===== src/rtl/ram_dp_arb.sv =====
// Initialiser plus two independent round-robin arbiters (write and read ports) in front
// of a simple dual-port block RAM with one cycle of read latency.
module ram_dp_arb #(
    parameter int DATAWIDTH = 8,
    parameter int ADDRWIDTH = 9,
    parameter logic [DATAWIDTH-1:0] INIT_VALUE = '0
) (
    input  logic                 clk,
    input  logic                 reset,
    input  logic                 clear,
    output logic                 init_busy,

    input  logic                 a_wr_req,
    input  logic [ADDRWIDTH-1:0] a_wr_addr,
    input  logic [DATAWIDTH-1:0] a_wr_data,
    output logic                 a_wr_ack,
    input  logic                 b_wr_req,
    input  logic [ADDRWIDTH-1:0] b_wr_addr,
    input  logic [DATAWIDTH-1:0] b_wr_data,
    output logic                 b_wr_ack,

    input  logic                 a_rd_req,
    input  logic [ADDRWIDTH-1:0] a_rd_addr,
    output logic                 a_rd_ack,
    output logic                 a_rd_valid,
    output logic [DATAWIDTH-1:0] a_rd_data,
    input  logic                 b_rd_req,
    input  logic [ADDRWIDTH-1:0] b_rd_addr,
    output logic                 b_rd_ack,
    output logic                 b_rd_valid,
    output logic [DATAWIDTH-1:0] b_rd_data,

    output logic                 ram_enable,
    output logic                 ram_we,
    output logic [ADDRWIDTH-1:0] ram_wr_addr,
    output logic [DATAWIDTH-1:0] ram_wr_data,
    output logic [ADDRWIDTH-1:0] ram_rd_addr,
    input  logic [DATAWIDTH-1:0] ram_rd_data
);

    typedef enum logic {INIT, RUN} state_t;
    typedef enum logic {SEL_A, SEL_B} sel_t;

    state_t                 state, state_next;
    logic [ADDRWIDTH-1:0]   init_cnt, init_cnt_next;
    sel_t                   wr_last, rd_last;

    logic run_ok;
    logic wr_grant_a, wr_grant_b;
    logic rd_grant_a, rd_grant_b;

    // Grants use only the live requests and registered state, so acks never loop back.
    always_comb begin
        run_ok     = !reset && (state == RUN) && !clear;
        wr_grant_a = run_ok && a_wr_req && (!b_wr_req || wr_last == SEL_B);
        wr_grant_b = run_ok && b_wr_req && (!a_wr_req || wr_last == SEL_A);
        rd_grant_a = run_ok && a_rd_req && (!b_rd_req || rd_last == SEL_B);
        rd_grant_b = run_ok && b_rd_req && (!a_rd_req || rd_last == SEL_A);
    end

    always_ff @(posedge clk) begin
        if (reset) begin
            state    <= INIT;
            init_cnt <= '0;
        end else begin
            state    <= state_next;
            init_cnt <= init_cnt_next;
        end
    end

    always_comb begin
        state_next    = state;
        init_cnt_next = init_cnt;
        case (state)
            INIT: begin
                if (clear) begin
                    init_cnt_next = '0;
                end else if (init_cnt == '1) begin
                    state_next    = RUN;
                    init_cnt_next = '0;
                end else begin
                    init_cnt_next = init_cnt + ADDRWIDTH'(1);
                end
            end
            RUN: begin
                if (clear) begin
                    state_next    = INIT;
                    init_cnt_next = '0;
                end
            end
            default: begin
                state_next    = INIT;
                init_cnt_next = '0;
            end
        endcase
    end

    // RAM port muxing: the init sweep owns the write port, otherwise the write winner does.
    always_comb begin
        ram_we      = 1'b0;
        ram_wr_addr = a_wr_addr;
        ram_wr_data = a_wr_data;
        if (!reset && state == INIT) begin
            ram_we      = 1'b1;
            ram_wr_addr = init_cnt;
            ram_wr_data = INIT_VALUE;
        end else if (wr_grant_a) begin
            ram_we      = 1'b1;
        end else if (wr_grant_b) begin
            ram_we      = 1'b1;
            ram_wr_addr = b_wr_addr;
            ram_wr_data = b_wr_data;
        end
    end

    assign ram_rd_addr = rd_grant_b ? b_rd_addr : a_rd_addr;
    assign ram_enable  = 1'b1;
    assign init_busy   = (state == INIT);

    assign a_wr_ack = wr_grant_a;
    assign b_wr_ack = wr_grant_b;
    assign a_rd_ack = rd_grant_a;
    assign b_rd_ack = rd_grant_b;

    assign a_rd_data = ram_rd_data;
    assign b_rd_data = ram_rd_data;

    // Round-robin history starts at B so A wins the first contention on each port.
    always_ff @(posedge clk) begin
        if (reset) begin
            wr_last    <= SEL_B;
            rd_last    <= SEL_B;
            a_rd_valid <= 1'b0;
            b_rd_valid <= 1'b0;
        end else begin
            if (wr_grant_a)
                wr_last <= SEL_A;
            else if (wr_grant_b)
                wr_last <= SEL_B;
            if (rd_grant_a)
                rd_last <= SEL_A;
            else if (rd_grant_b)
                rd_last <= SEL_B;
            a_rd_valid <= rd_grant_a;
            b_rd_valid <= rd_grant_b;
        end
    end

endmodule


===== config.mk =====
export PLATFORM = sky130hd
export DESIGN_NAME = ram_dp_arb
export DESIGN_NICKNAME = d
export VERILOG_FILES = /design/src/rtl/ram_dp_arb.sv
export SDC_FILE = /design/constraint.sdc
export NUM_CORES = 1
export LEC_CHECK = 0
export ABC_CLOCK_PERIOD_IN_PS = 2800
export CAP_MARGIN = 20
export CELL_PAD_IN_SITES_DETAIL_PLACEMENT = 1
export CELL_PAD_IN_SITES_GLOBAL_PLACEMENT = 2
export CORE_MARGIN = 1
export CORE_UTILIZATION = 14
export CTS_BUF_LIST = sky130_fd_sc_hd__clkbuf_4 sky130_fd_sc_hd__clkbuf_8 sky130_fd_sc_hd__clkbuf_16
export CTS_CLUSTER_DIAMETER = 80
export DETAILED_ROUTE_END_ITERATION = 10
export PLACE_DENSITY_LB_ADDON = 0.1
export SETUP_SLACK_MARGIN = 0.1
export SLEW_MARGIN = 10
export SYNTH_ARGS = -nofsm -noshare
export SYNTH_HDL_FRONTEND = slang
export SYNTH_SLANG_ARGS = --single-unit

===== constraint.sdc =====
create_clock -name clk -period 2.8 [get_ports clk]
set_input_delay 0.28 -clock clk [delete_from_list [all_inputs] [get_ports clk]]
set_output_delay 0.28 -clock clk [all_outputs]
set_load 0.02 [all_outputs]

==> metrics.yaml <==
outcome:
  run_status: "finished, violations left"
  failed_checks: "DRC"
place:
  post-dp-hpwl_um: 4370
  numPortBuffers: 92
  worst_slack_placed_ps: 195
  gp_routability_congestion: 0.646
  placed_area_um2: 2260
setup_path:
  crit_required_ps: 2520
  worstSetupStartpointType: "primary input"
  critical_path_arrival_ps: 2310
  critPathKind: "primary input to output port"
  worstPathMaxFanout: 23
  critical_path.endpoint_type: "output port"
power:
  power.density_nw_per_um2: 271
  ir_drop_mv: 0.107
  design_power_total_uw: 628
  total_leakage_power_uw: 0.000797
layout:
  drive_gt1_share_pct: 12.2
  final_core_utilization_pct: 26.3
  fillerInstances: 1059
  area.growth.synth_to_final_pct: 79.6
  nets: 325
  antenna_cells_inserted: 0
  fin_area_um2: 2320
grt:
  first_pass_grt_wire_length_um: 8830
  antenna_found_initial: 0
  grt_usage_pct: 11.5
  overflow: 0
  grt_start_max_net_pins: 24
  grt_pass1_vias: 1711
synth:
  synthArstFlopShare_pct: 0
  synth_edf_count: 0
  synth_fp_nets: 247
  yosys_warnings: 0
  yosysUniqueCellTypes: 39
  mappedNetlistArea_um2: 1290
  synth.area.top_cells: "sky130_fd_sc_hd__dfxtp_1, sky130_fd_sc_hd__buf_4, sky130_fd_sc_hd__mux2_2, sky130_fd_sc_hd__nand3_1, sky130_fd_sc_hd__o21ai_0"
  syn_inst: 178
  postSynth.topFlopCell: "sky130_fd_sc_hd__dfxtp_1"
  synth-seq-cells: 14
  synth_seq_area_share_pct: 21.7
  post_synth.cell_area_avg_um2: 7.25
  synth_top_area_cell: "sky130_fd_sc_hd__dfxtp_1"
  synth_largest_type_area_fraction_pct: 21.7
route:
  wirelength_um: 5540
  drt_drc_violations_left: 3
  routedWlPerCell_um: 15.3
  vias: 1576
  drt.antenna.violating_nets: 0
  routed_via_density: 4.34
  wl_met1_um: 2740
  dr.first_iter.drc_count: 30
  topmost_layer_with_routed_signal_wires: "met4"
  dr_wl_met2_um: 2380
  drt_first_pass_iters: 7
  dr_wl_met3_um: 362
timing:
  unrepaired_setup_endpoints_after_global_routing: "false"
  max_slew.worst_pin.slew_ps: 634
  final_hold_violating_endpoints: 0
  finalSetupTns_ps: 0
  period_minus_slack_ps: 2590
  slew_violations: 0
  clock-skew-final_ps: 2.06
  max_slew_margin_pct: 57.4
  postLayoutSetupSlackWorst_ps: 206
  setup-violations-final: 0
  fmax_mhz: 385
  min_period_over_period_pct: 92.6
die:
  number_of_i_o_pins: 118
  floorplan.die.width_um: 98.0
  fp.dieArea_um2: 9600
  floorplan_row_count: 34
  die_y_um: 98.0
  effective_utilization_at_floorplan_pct: 14.6
  core_region_area_um2: 8810
run:
  maxCapViolations: 0
hold_path:
  timing.hold.worst.class: "register to register"
clock_tree:
  cts-buffers-inserted: 3
  clockBufferDepth: 2
  cts_num_sinks: 14
  tritoncts_clock_tree: "done"
  clock_latency_at_the_later_pin_of_the_worst_skew_pair_ps: 250
  ctsHoldBuffers: 0
  ctsHtreeMaxLevel: 1
  cts.root.buffer_cell: "sky130_fd_sc_hd__clkbuf_8"
  clk_transition_reported_paths_ps: 60
## repair_timing
| action | CTS | global route |
|---|---|---|
| gates resized for setup | 0 | 1 |
| buffers inserted | 0 | 0 |
| setup endpoints to repair | 0 | 1 |
## power by group
part           switching (uW)  internal [uW]
clock network            80.0            125
registers                1.51            201
logic                    88.8            132
total                     170            457
## layout by cell type, fill, tap and decap left out, types with 4 or more instances in the layout
cell / n
sky130_fd_sc_hd__a21oi_1: 12
sky130_fd_sc_hd__a31oi_1: 10
sky130_fd_sc_hd__buf_4: 9
sky130_fd_sc_hd__clkbuf_8: 4
sky130_fd_sc_hd__clkdlybuf4s50_1: 92
sky130_fd_sc_hd__dfxtp_1: 14
sky130_fd_sc_hd__mux2_2: 9
sky130_fd_sc_hd__nand2_1: 9
sky130_fd_sc_hd__nand3_1: 20
sky130_fd_sc_hd__nor2_1: 12
sky130_fd_sc_hd__nor3_1: 4
sky130_fd_sc_hd__o21ai_0: 19
## final timing paths
path          startpoint             end  slack (ps)  cells past startpoint
max                clear  ram_wr_addr[1]         210                      6
min reg2reg  init_cnt[7]     init_cnt[7]         520                      2
min          init_cnt[7]     init_cnt[7]         520                      2
max reg2reg  init_cnt[1]     init_cnt[7]         520                      7
## synthesized netlist by cell type (all sizes together), types with 3 or more instances
library cell	number
nor2	12
a31oi	10
nor2b	3
or4	3
nor3b	4
a21oi	12
buf	20
mux2	9
and3	3
clkbuf	9
nor3	4
dfxtp	14
o21ai	19
nand2	9
nand3	20
## cell type report
cell class                      instances  area (um^2)  area share [%]
Inverter                                2         7.51           0.324
Tap cell                              108          135            5.83
Sequential cell                        14          280            12.1
Clock buffer                            4         55.1            2.38
Timing Repair Buffer                  102         1010            43.5
Multi-Input combinational cell        133          831            35.9
## flip-flops by register name (all words and copies together), names as in the netlist
signal and count:
rd_last 1, state 1, b_rd_valid 1, init_cnt 9, a_rd_valid 1, wr_last 1
## layer usage
| layer | up-vias | track usage, % |
|---|---|---|
| met2 | 54 | 18.1 |
| met3 | 4 | 2.93 |
| met5 | - | 0 |
| li1 | 790 | - |
| met1 | 728 | 15.1 |
| met4 | 0 | 3.73 |
## worst max-delay path: stages
cell	delay, ps
sky130_fd_sc_hd__clkdlybuf4s50_1	460
sky130_fd_sc_hd__or3b_2	520
sky130_fd_sc_hd__buf_12	180
sky130_fd_sc_hd__o21ai_0	200
sky130_fd_sc_hd__a31oi_1	110
sky130_fd_sc_hd__clkdlybuf4s50_1	560
## per-stage QoR
| stage | std cells | hold WS [ps] |
|---|---|---|
| after floorplan | 178 | 426 |
| after global placement | 359 | 508 |
| after detailed placement | 359 | 515 |
| after CTS | 363 | 532 |
| after global routing | 363 | 557 |
| final | 363 | 523 |
## kinds of logic after synthesis
family,synth area share [%]
AND/OR/NAND/NOR,27.0
multiplexers,9.41
adder cells (fa/ha/maj),1.94
buffers and inverters,14.7
flip-flops,21.7
AO/OA/AOI/OAI,24.9
other,0.291
(Power assumes the default switching activity.)
